==> config.mk <==
export PLATFORM = sky130hd
export DESIGN_NAME = y86_instr_serializer
export DESIGN_NICKNAME = d
export VERILOG_FILES = /design/src/rtl/y86_instr_serializer_pkg.sv /design/src/rtl/y86_instr_serializer_len.sv /design/src/rtl/y86_instr_serializer.sv
export SDC_FILE = /design/constraint.sdc
export NUM_CORES = 1
export LEC_CHECK = 0
export CAP_MARGIN = 20
export CORE_MARGIN = 2
export CORE_UTILIZATION = 43
export DETAILED_ROUTE_END_ITERATION = 7
export PLACE_DENSITY_LB_ADDON = 0.25
export RECOVER_POWER = 50
export SETUP_SLACK_MARGIN = 0.1
export SYNTH_ARGS = -nofsm -noshare
export SYNTH_HDL_FRONTEND = slang
export SYNTH_HIERARCHICAL = 1
export SYNTH_SLANG_ARGS = --single-unit
==> constraint.sdc <==
create_clock -name clk -period 2.4 [get_ports clk]
set_input_delay 0.24 -clock clk [delete_from_list [all_inputs] [get_ports clk]]
set_output_delay 0.24 -clock clk [all_outputs]
set_load 0.005 [all_outputs]
==> src/rtl/y86_instr_serializer_pkg.sv <==
// Shared Y86-64 definitions: icode constants, field-presence decode and the
// instruction-memory address limit. Used by both fetch and the serializer.
package y86_instr_serializer_pkg;

    localparam logic [3:0] IHALT   = 4'h0;
    localparam logic [3:0] INOP    = 4'h1;
    localparam logic [3:0] IRRMOVQ = 4'h2;
    localparam logic [3:0] IIRMOVQ = 4'h3;
    localparam logic [3:0] IRMMOVQ = 4'h4;
    localparam logic [3:0] IMRMOVQ = 4'h5;
    localparam logic [3:0] IOPQ    = 4'h6;
    localparam logic [3:0] IJXX    = 4'h7;
    localparam logic [3:0] ICALL   = 4'h8;
    localparam logic [3:0] IRET    = 4'h9;
    localparam logic [3:0] IPUSHQ  = 4'hA;
    localparam logic [3:0] IPOPQ   = 4'hB;

    localparam logic [63:0] IMEM_LIMIT = 64'd1024;

    function automatic logic need_regids(input logic [3:0] icode);
        return icode inside {IRRMOVQ, IIRMOVQ, IRMMOVQ, IMRMOVQ, IOPQ, IPUSHQ, IPOPQ};
    endfunction

    function automatic logic need_valc(input logic [3:0] icode);
        return icode inside {IIRMOVQ, IRMMOVQ, IMRMOVQ, IJXX, ICALL};
    endfunction

endpackage

==> src/rtl/y86_instr_serializer_len.sv <==
// Combinational instruction-length decode: which optional fields an icode
// carries, the resulting byte count (1, 2, 9 or 10) and icode validity.
module y86_instr_len
    import y86_instr_serializer_pkg::*;
(
    input  logic [3:0] icode,
    output logic       need_regids_o,
    output logic       need_valc_o,
    output logic [3:0] len_o,
    output logic       icode_ok_o
);

    always_comb begin
        need_regids_o = need_regids(icode);
        need_valc_o   = need_valc(icode);
        icode_ok_o    = (icode <= IPOPQ);
        len_o         = 4'd1 + {3'd0, need_regids_o} + (need_valc_o ? 4'd8 : 4'd0);
    end

endmodule

==> src/rtl/y86_instr_serializer.sv <==
// Serializes Y86-64 instruction fields into a byte stream with contiguous
// memory addresses; the inverse of the fetch-side split/align.
module y86_instr_serializer
    import y86_instr_serializer_pkg::*;
(
    input  logic        clk,
    input  logic        rst_n,
    input  logic        ld_base,
    input  logic [63:0] base_addr,
    input  logic        in_valid,
    output logic        in_ready,
    input  logic [3:0]  in_icode,
    input  logic [3:0]  in_ifun,
    input  logic [3:0]  in_rA,
    input  logic [3:0]  in_rB,
    input  logic [63:0] in_valC,
    output logic        out_valid,
    input  logic        out_ready,
    output logic [63:0] out_addr,
    output logic [7:0]  out_data,
    output logic        busy,
    output logic        err_icode,
    output logic        err_addr
);

    localparam logic [0:0] S_IDLE = 1'b0;
    localparam logic [0:0] S_EMIT = 1'b1;

    logic [0:0]  state_q, state_d;
    logic [63:0] addr_q, addr_d;
    logic [3:0]  idx_q, idx_d;
    logic [3:0]  len_q, len_d;
    logic        err_icode_q, err_icode_d;
    logic        err_addr_q, err_addr_d;
    logic [79:0] shreg_q, shreg_d;

    logic       dec_regids, dec_valc, dec_ok;
    logic [3:0] dec_len;
    logic       addr_over, out_fire, last_fire, in_fire;

    y86_instr_len u_len (
        .icode         (in_icode),
        .need_regids_o (dec_regids),
        .need_valc_o   (dec_valc),
        .len_o         (dec_len),
        .icode_ok_o    (dec_ok)
    );

    // A byte whose address lies past the limit is never presented.
    assign addr_over = (addr_q > IMEM_LIMIT);
    assign out_valid = (state_q == S_EMIT) && !addr_over;
    assign out_fire  = out_valid && out_ready;
    assign last_fire = out_fire && (idx_q == len_q - 4'd1);
    assign in_ready  = !ld_base && ((state_q == S_IDLE) || last_fire);
    assign in_fire   = in_valid && in_ready;

    assign out_addr  = addr_q;
    assign out_data  = out_valid ? shreg_q[79:72] : 8'h00;
    assign busy      = (state_q != S_IDLE);
    assign err_icode = err_icode_q;
    assign err_addr  = err_addr_q;

    always_comb begin
        state_d     = state_q;
        addr_d      = addr_q;
        idx_d       = idx_q;
        len_d       = len_q;
        shreg_d     = shreg_q;
        err_icode_d = err_icode_q;
        err_addr_d  = err_addr_q;

        if (state_q == S_IDLE) begin
            if (ld_base) addr_d = base_addr;
        end else if (addr_over) begin
            err_addr_d = 1'b1;
            state_d    = S_IDLE;
        end else if (out_fire) begin
            addr_d  = addr_q + 64'd1;
            idx_d   = idx_q + 4'd1;
            shreg_d = {shreg_q[71:0], 8'h00};
            if (last_fire) state_d = S_IDLE;
        end

        // Bytes are left-justified in the shift register, valC MSB first.
        if (in_fire) begin
            if (dec_ok) begin
                state_d = S_EMIT;
                idx_d   = 4'd0;
                len_d   = dec_len;
                shreg_d = dec_regids ? {in_icode, in_ifun, in_rA, in_rB, in_valC}
                                     : {in_icode, in_ifun, in_valC, 8'h00};
            end else begin
                err_icode_d = 1'b1;
            end
        end
    end

    always_ff @(posedge clk or negedge rst_n) begin
        if (!rst_n) begin
            state_q     <= S_IDLE;
            addr_q      <= 64'd0;
            idx_q       <= 4'd0;
            len_q       <= 4'd0;
            err_icode_q <= 1'b0;
            err_addr_q  <= 1'b0;
        end else begin
            state_q     <= state_d;
            addr_q      <= addr_d;
            idx_q       <= idx_d;
            len_q       <= len_d;
            err_icode_q <= err_icode_d;
            err_addr_q  <= err_addr_d;
        end
    end

    always_ff @(posedge clk) begin
        shreg_q <= shreg_d;
    end

endmodule

==> results of run 1 <==
-- routing by layer --
| metal | vias to the layer above | wire [um] |
|---|---|---|
| met1 | 4011 | 12300 |
| li1 | 3739 | - |
| met5 | - | 0 |
| met2 | 461 | 15900 |
| met4 | 0 | 1280 |
| met3 | 108 | 2010 |
-- report_power, final --
part	switching, mW	internal, mW
Sequential	0.362	3.03
Combinational	1.08	1.28
Clock	1.14	1.64
-- area by class of cell --
class / instances / area, sq um / share of cell area [%]
clock buffer: 18 / 439 / 3.25
clock inverter: 14 / 153 / 1.13
inverter: 14 / 57.6 / 0.426
multi-input combinational: 630 / 4830 / 35.8
sequential: 155 / 3480 / 25.8
tap: 225 / 282 / 2.09
timing repair buffer: 376 / 4250 / 31.5
timing repair inverter: 1 / 7.51 / 0.0556
-- registers in the layout (all words and copies together) (netlist names) --
signal	count
shreg_q	80
len_q	4
out_addr	64
idx_q	4
busy	1
err_icode	1
err_addr	1
-- cells in the final DEF (no fill, tap or decap), drive strengths merged, types with 7 or more instances in the layout --
master | synthesis | routed
a31oi | 7 | 7
clkdlybuf4s50 | 0 | 211
o21ai | 13 | 13
a21oi | 90 | 90
and2 | 13 | 13
nand3 | 23 | 23
nor2b | 66 | 66
nor2 | 45 | 45
inv | 14 | 14
nand4 | 9 | 9
dfxtp | 80 | 80
o22a | 7 | 7
mux2i | 75 | 75
dfrtp | 75 | 75
nor3 | 7 | 7
clkbuf | 48 | 24
buf | 15 | 154
nand2 | 138 | 138
o22ai | 7 | 7
nor4 | 15 | 15
clkinv | 0 | 8
a211oi | 66 | 66
-- per-stage QoR --
step,hold WS (ps),TNS (ps)
after floorplan,-55.6,0
after global placement,436,-1220
after detailed placement,441,-1880
after CTS,331,-1940
after global routing,346,-25290
final,331,-16360
-- worst min path at each step --
stage	from	to	slack, ps
global placement	rst_n	out_addr[52]	440
detailed placement	rst_n	out_addr[52]	440
CTS	base_addr[23]	out_addr[23]	330
floorplan	rst_n	busy	-60
finish	base_addr[23]	out_addr[23]	330
global route	base_addr[38]	out_addr[38]	350
-- cell families after synthesis --
family | after synthesis | share of synthesized area, %
simple gates | 332 | 21.1
compound gates | 206 | 17.3
flops | 155 | 45.5
mux | 79 | 10.4
buf+inv | 77 | 4.17
xor+xnor | 7 | 0.802
fa+ha+maj | 4 | 0.655
other cells | 1 | 0.0491
-- repair_timing --
item                       in CTS  in global routing
resized for setup             196                118
pin swaps                     106                 47
setup buffers                  29                  7
hold endpoints to repair       31                  0
hold buffers                    1                  0
cloned                         31                  5
setup endpoints to repair      87                124
-- critical path: stages (launching register included) --
cell	delay (ps)
dfrtp_1	430
xnor2_1	300
xnor2_1	150
a2111oi_2	410
buf_4	250
a41oi_4	170
buf_6	190
buf_6	130
buf_16	140
a211oi_1	250
a21oi_1	100
==> impl_metrics.json, run 1 <==
{
  "syn_avg_cell_area_sq_um": 8.88,
  "globalRouteMet2Util_pct": 52.2,
  "drtAntennaViolNets": 0,
  "drt_iter0_markers": 712,
  "critPathLaunchType": "flop",
  "synth_common_cells": "nand2_1, a21oi_1, dfxtp_1",
  "grt_first_pass_wirelength_um": 43500,
  "async_flop_share_pct": 48.4,
  "dpl_cell_area_sq_um": 10700,
  "drc": 0,
  "cap_violations": 1,
  "synth_edf_count": 0,
  "max_freq_ghz": 0.374,
  "fin_area_sq_um": 13500,
  "ys.flop_type": "dfxtp_1",
  "port_buffers": 225,
  "gr-max-usage-layer": "met2",
  "worstSetupPathType": "flop to flop",
  "skew_ps": 12.9,
  "fillerInstances": 1034,
  "final-hold-violation-count": 0,
  "r2r-end": "shreg_q[60]",
  "antenna_found_initial": 0,
  "cp.required_ps": 2710,
  "ys_seq_area_share_pct": 45.5,
  "syn_inst": 861,
  "dp_hpwl_um": 16400,
  "grt_usage_pct": 30.5,
  "synth_area_leaders": "dfrtp_1, dfxtp_1, mux2i_1",
  "power.leakage_nw": 5.89,
  "grt.met3_usage_pct": 5.92,
  "worstMarginPinSlew_ps": 1880,
  "grt_max_degree": 76,
  "power_density_nw_per_um2": 632,
  "worstRegToRegCells": 10,
  "syn_area_sq_um": 7640,
  "pre_cts_ws_ps": -214,
  "overflow": 0,
  "num_io_pins": 226,
  "status": "finished with violations",
  "cp.arrival_ps": 2980,
  "core.rowCount": 48,
  "yosysTopAreaCellShare_pct": 24.5,
  "critPathCapture": "shreg_q[60]",
  "die_h_um": 137,
  "start_util_pct": 44.0,
  "dr.pass1.iters": 5,
  "path_max_fanout": 5,
  "slew_headroom_pct": -25.7,
  "cts_max_path_buffers": 2,
  "use_met1_pct": 37.5,
  "layout.nets": 1348,
  "die_w_um": 137,
  "cts.clk_slew.worst_paths_ps": 70,
  "ys_ff_latch": 155,
  "r2r_start": "idx_q[3]",
  "worst_setup_path_end_kind": "flop",
  "reg2reg_slack_ps": -270,
  "syn_nets": 1014,
  "finalWorstSetupSlack_ps": -274,
  "cts_tree": "built",
  "gp_congestion": 0.844,
  "crit_start": "idx_q[3]",
  "yosysWarnings": 6,
  "failed_checks": "capacitance limit, slew limit, setup timing",
  "root_buffer": "clkbuf_16",
  "setup_viol": 118,
  "period_needed_ps": 2670,
  "final_util_pct": 77.8,
  "drt_wl_total_um": 31600,
  "grt_pass1_vias": 7915,
  "min_path_cells": 3,
  "slew_violations": 76,
  "drive_gt1_share_pct": 29.1,
  "diodes": 0,
  "wl_per_cell_um": 22.0,
  "numCtsBuffers": 17,
  "fin_crit_sh_pct": 111,
  "rsz0062_at_grt": "true",
  "area_growth_pct": 76.5,
  "yosysMostFrequentCell": "nand2_1",
  "hold_path.class": "primary input to flop",
  "via_count": 8319,
  "viasPerCell": 5.81,
  "dp.cells": 1336,
  "final_cells": 1433,
  "power_mw": 8.53,
  "clkSinkCount": 155,
  "max-vdd-ir-drop_v": 0.000717,
  "synth_cell_types": 52,
  "clk_latency_ps": 440,
  "cts.htree.levels": 4,
  "core_area_sq_um": 17400,
  "yosys.area.top_type": "dfrtp_1",
  "dieArea_sq_um": 18900
}
(Power assumes the default switching activity.)
==> run 2: changes to the inputs <==
--- a/config.mk
+++ b/config.mk
@@ -6,10 +6,9 @@
 export NUM_CORES = 1
 export LEC_CHECK = 0
 export CAP_MARGIN = 20
-export CORE_MARGIN = 2
 export CORE_UTILIZATION = 43
 export DETAILED_ROUTE_END_ITERATION = 7
-export PLACE_DENSITY_LB_ADDON = 0.25
+export PLACE_DENSITY_LB_ADDON = 0.12
 export RECOVER_POWER = 50
 export SETUP_SLACK_MARGIN = 0.1
 export SYNTH_ARGS = -nofsm -noshare
==> run 2 against run 1 <==
  * The flow still finishes with violations (capacitance limit, slew limit, setup timing)
  * Register-to-register slack better by 110 ps
  * Setup slack worse by 53 ps
  * Via count down 2.3%
  * Clock skew down 3.9 ps
==> impl_metrics.json, run 2 (synthesis results as in run 1) <==
{
  "status": "finished with violations",
  "failed_checks": "capacitance limit, slew limit, setup timing",
  "port_buffers": 225,
  "core_area_sq_um": 17400,
  "drive_gt1_share_pct": 28.1,
  "final_common_cell": "clkdlybuf4s50_1",
  "worstMarginPinSlew_ps": 1870,
  "die_w_um": 135,
  "area_growth_pct": 73.5,
  "grt_pass1_vias": 7567,
  "worst_hold_slack_ps": 330,
  "dr.pass1.iters": 7,
  "layout_common_cells": "clkdlybuf4s50_1, nand2_1, buf_4, dfxtp_1, dfrtp_1",
  "max_freq_ghz": 0.367,
  "cts_max_path_buffers": 2,
  "max-vdd-ir-drop_v": 0.000580,
  "num_io_pins": 226,
  "grt_usage_pct": 28.8,
  "worstSetupPathType": "flop to output port",
  "critPathLaunchType": "flop",
  "hold_path.class": "primary input to flop",
  "drt_wl_total_um": 30200,
  "numCtsBuffers": 17,
  "drtAntennaViolNets": 0,
  "fillerInstances": 1156,
  "max_flop_register": "shreg_q",
  "power.leakage_nw": 5.81,
  "layout.nets": 1341,
  "dieArea_sq_um": 18300,
  "skew_ps": 8.98,
  "path_max_fanout": 3,
  "grt_first_pass_wirelength_um": 39900,
  "gp_congestion": 0.851,
  "slew_violations": 76,
  "core.rowCount": 48,
  "clkSinkCount": 155,
  "final-hold-violation-count": 0,
  "rsz0062_at_grt": "true",
  "setup_viol": 96,
  "period_needed_ps": 2730,
  "fin_crit_sh_pct": 114,
  "cts_tree": "built",
  "viasPerCell": 5.70,
  "power_density_nw_per_um2": 634,
  "start_util_pct": 44.0,
  "slew_headroom_pct": -24.9,
  "cap_violations": 1,
  "cp.arrival_ps": 2490,
  "power_mw": 8.41,
  "tns_ps": -4780,
  "die_h_um": 135,
  "largest_reg_flops": 80,
  "antenna_found_initial": 0,
  "grt_max_degree": 76,
  "drc": 0,
  "cts.htree.levels": 4,
  "cts.clk_slew.worst_paths_ps": 60,
  "cp.required_ps": 2160,
  "diodes": 0,
  "dp_hpwl_um": 15700,
  "dp.cells": 1337,
  "clk_latency_ps": 440,
  "final_cells": 1426,
  "overflow": 0,
  "worst_setup_path_end_kind": "output port",
  "root_buffer": "clkbuf_16",
  "drt_iter0_markers": 613,
  "via_count": 8125,
  "pre_cts_ws_ps": -312,
  "finalWorstSetupSlack_ps": -327,
  "wl_per_cell_um": 21.2
}
-- run 2: worst max-delay path, cell delays in order (launching register included) --
cell	delay [ps]
dfrtp_1	390
nor4_2	310
nand4b_1	230
a211oi_2	320
and2_4	220
nand2_4	90
inv_4	100
buf_6	100
and2_1	150
buf_2	150
-- run 2: area by class of cell --
type | instances | area, sq um | share of cell area [%]
multi-input cells | 629 | 4720 | 35.6
repair buffers | 370 | 4130 | 31.2
flip-flops and latches | 155 | 3480 | 26.2
clock buffers | 23 | 468 | 3.53
well taps | 225 | 282 | 2.12
clock inverters | 9 | 114 | 0.858
inverters | 14 | 57.6 | 0.434
repair inverters | 1 | 7.51 | 0.0566
-- run 2: power breakdown --
group          total [mW]  leakage [nW]  switching (mW)  internal, mW
clock                2.72         0.282            1.13          1.59
combinational        2.30          3.96            1.02          1.28
sequential           3.39          1.56           0.359          3.03
-- run 2: final timing paths --
path / from / slack [ps] / to / depth (start not counted)
setup / recovery: out_addr[7] / -330 / out_data[3] / 9
hold / removal: base_addr[18] / 330 / out_addr[18] / 3
setup reg to reg: busy / -160 / out_addr[46] / 5
hold reg to reg: shreg_q[0] / 460 / shreg_q[0] / 2
max in group asynchronous: rst_n / 430 / out_addr[33] / 2
min in group asynchronous: rst_n / 870 / out_addr[23] / 2
-- run 2: what timing repair did --
| action | CTS | global route |
|---|---|---|
| gates cloned | 19 | 14 |
| setup buffers | 16 | 8 |
| setup endpoints to repair | 100 | 106 |
| pin swaps | 72 | 66 |
| endpoints found under the hold margin | 15 | 0 |
| hold buffers | 1 | 0 |
| gates resized for setup | 170 | 108 |
-- run 2: stage by stage --
stage                     instance area (sq um)  util, %
after floorplan                            7640        -
after global placement                    10700     61.9
after detailed placement                  10700     61.9
after CTS                                 12400     71.6
after global routing                      13300     76.4
final                                     13300     76.4
-- run 2: metal layers --
layer / routed length, um / global-route usage, % / part of all wire (%)
met3: 2340 / 7.03 / 7.7
met4: 883 / 10.5 / 2.9
met1: 11800 / 35.7 / 39
met5: 0 / 0 / 0
met2: 15200 / 48.5 / 50
==> run 3: changes to the inputs <==
--- a/config.mk
+++ b/config.mk
@@ -7,10 +7,12 @@
 export LEC_CHECK = 0
 export CAP_MARGIN = 20
 export CORE_UTILIZATION = 43
+export CTS_BUF_LIST = sky130_fd_sc_hd__clkbuf_16
 export DETAILED_ROUTE_END_ITERATION = 7
 export PLACE_DENSITY_LB_ADDON = 0.12
 export RECOVER_POWER = 50
 export SETUP_SLACK_MARGIN = 0.1
+export SKIP_LAST_GASP = 1
 export SYNTH_ARGS = -nofsm -noshare
 export SYNTH_HDL_FRONTEND = slang
 export SYNTH_HIERARCHICAL = 1
==> run 3 against run 2 <==
  * The flow still finishes with violations (capacitance limit, slew limit, setup timing)
  * Setup slack better by 4.8 ps
  * Core utilization up 0.058 points
  * Sequential share of layout area about the same
  * Clock power down 3%
  * Critical endpoint is now shreg_q[58]
  * Largest power group unchanged
  * Highest routed layer unchanged
==> impl_metrics.json, run 3 (synthesis results as in run 1) <==
{
  "grt_pass1_vias": 7242,
  "drtAntennaViolNets": 0,
  "cp.required_ps": 2730,
  "die_h_um": 135,
  "final_common_cell": "clkdlybuf4s50_1",
  "core.rowCount": 48,
  "worstSetupPathType": "flop to flop",
  "power_mw": 8.36,
  "worst_setup_path_end_kind": "flop",
  "power_density_nw_per_um2": 630,
  "root_buffer": "clkbuf_16",
  "gp_congestion": 0.851,
  "final_cells": 1427,
  "drc": 0,
  "cp.arrival_ps": 3050,
  "cts.clk_slew.worst_paths_ps": 70,
  "status": "finished with violations",
  "drt_iter0_markers": 704,
  "max_freq_ghz": 0.367,
  "port_buffers": 225,
  "dp_hpwl_um": 15700,
  "start_util_pct": 44.0,
  "die_w_um": 135,
  "viasPerCell": 5.70,
  "power.leakage_nw": 5.82,
  "dr.pass1.iters": 6,
  "wl_per_cell_um": 21.6,
  "largest_reg_flops": 80,
  "cts.htree.levels": 4,
  "numCtsBuffers": 17,
  "worstMarginPinSlew_ps": 1830,
  "critPathLaunchType": "flop",
  "skew_ps": 9.00,
  "max-vdd-ir-drop_v": 0.000596,
  "cts_tree": "built",
  "setup_viol": 96,
  "dieArea_sq_um": 18300,
  "fin_crit_sh_pct": 113,
  "antenna_found_initial": 1,
  "final-hold-violation-count": 0,
  "layout_common_cells": "clkdlybuf4s50_1, nand2_1, buf_4, dfxtp_1, dfrtp_1",
  "clk_latency_ps": 440,
  "rsz0062_at_grt": "true",
  "cap_violations": 1,
  "drive_gt1_share_pct": 28.0,
  "core_area_sq_um": 17400,
  "dp.cells": 1337,
  "grt_usage_pct": 27.5,
  "grt_first_pass_wirelength_um": 38300,
  "drt_wl_total_um": 30900,
  "hold_path.class": "primary input to flop",
  "area_growth_pct": 73.6,
  "slew_headroom_pct": -22.3,
  "max_flop_register": "shreg_q",
  "slew_violations": 76,
  "clkSinkCount": 155,
  "num_io_pins": 226,
  "finalWorstSetupSlack_ps": -322,
  "pre_cts_ws_ps": -312,
  "overflow": 0,
  "period_needed_ps": 2720,
  "failed_checks": "capacitance limit, slew limit, setup timing",
  "worst_hold_slack_ps": 328,
  "grt_max_degree": 76,
  "via_count": 8134,
  "layout.nets": 1341,
  "path_max_fanout": 5,
  "cts_max_path_buffers": 2
}
## run 3: cell types whose count changed in the layout (fill, tap and decap cells not counted), sizes merged
cell           delta
clkbuf            -5
dlygate4sd3       -4
clkinv            +2
clkdlybuf4s50     +4
inv               +4
buf               -2
bufbuf            +1
diode             +1
## run 3: what timing repair did
item | CTS | global route
buffers inserted | 17 | 8
hold endpoints to repair | 17 | 0
setup endpoints to repair | 100 | 105
resized for setup | 127 | 152
gates cloned | 18 | 15
hold buffers | 1 | 0
pin swaps | 49 | 54
## run 3: worst paths after layout
path / end / startpoint / depth (start not counted) / slack, ps
hold / removal: out_addr[18] / base_addr[18] / 3 / 330
max in group asynchronous: len_q[3] / rst_n / 2 / 460
setup / recovery: shreg_q[58] / len_q[0] / 12 / -320
setup reg to reg: shreg_q[58] / len_q[0] / 12 / -320
min in group asynchronous: out_addr[23] / rst_n / 2 / 850
hold reg to reg: shreg_q[1] / shreg_q[1] / 2 / 460
## run 3: stage by stage
step	utilization [%]	setup TNS [ps]	cell area (sq um)
detailed placement	61.9	-3110	10700
global route	76.5	-19630	13300
CTS	70.5	-2030	12200
finish	76.5	-15190	13300
floorplan	-	0	7640
global placement	61.9	-2190	10700
## run 3: layout make-up
type | instances | area, sq um
multi-input cells | 629 | 4740
repair inverters | 1 | 7.51
clock buffers | 17 | 425
inverters | 14 | 57.6
well taps | 225 | 282
clock inverters | 15 | 136
flip-flops and latches | 155 | 3480
diodes | 1 | 2.50
fillers | 1131 | 4080
repair buffers | 370 | 4140
## run 3: report_power, final
group          internal [mW]  switching [mW]  leakage (nW)
clock network           1.51            1.12         0.288
registers               3.03           0.351          1.56
logic                   1.28            1.07          3.97
## run 3: metal layers
metal / wire length (um) / global-route usage (%)
met5: 0 / 0
met4: 1270 / 10.2
met3: 2190 / 7.22
met2: 15400 / 45.2
met1: 12000 / 34.6
## run 3: critical path, stage by stage (launching register included)
cell and delay (ps):
dfrtp_1 450, inv_1 110, ha_1 330, xnor2_1 150
a2111oi_2 320, buf_4 210, a41oi_4 160, buf_12 190
buf_12 140, buf_12 130, buf_16 130, a211oi_2 230
a21oi_2 40
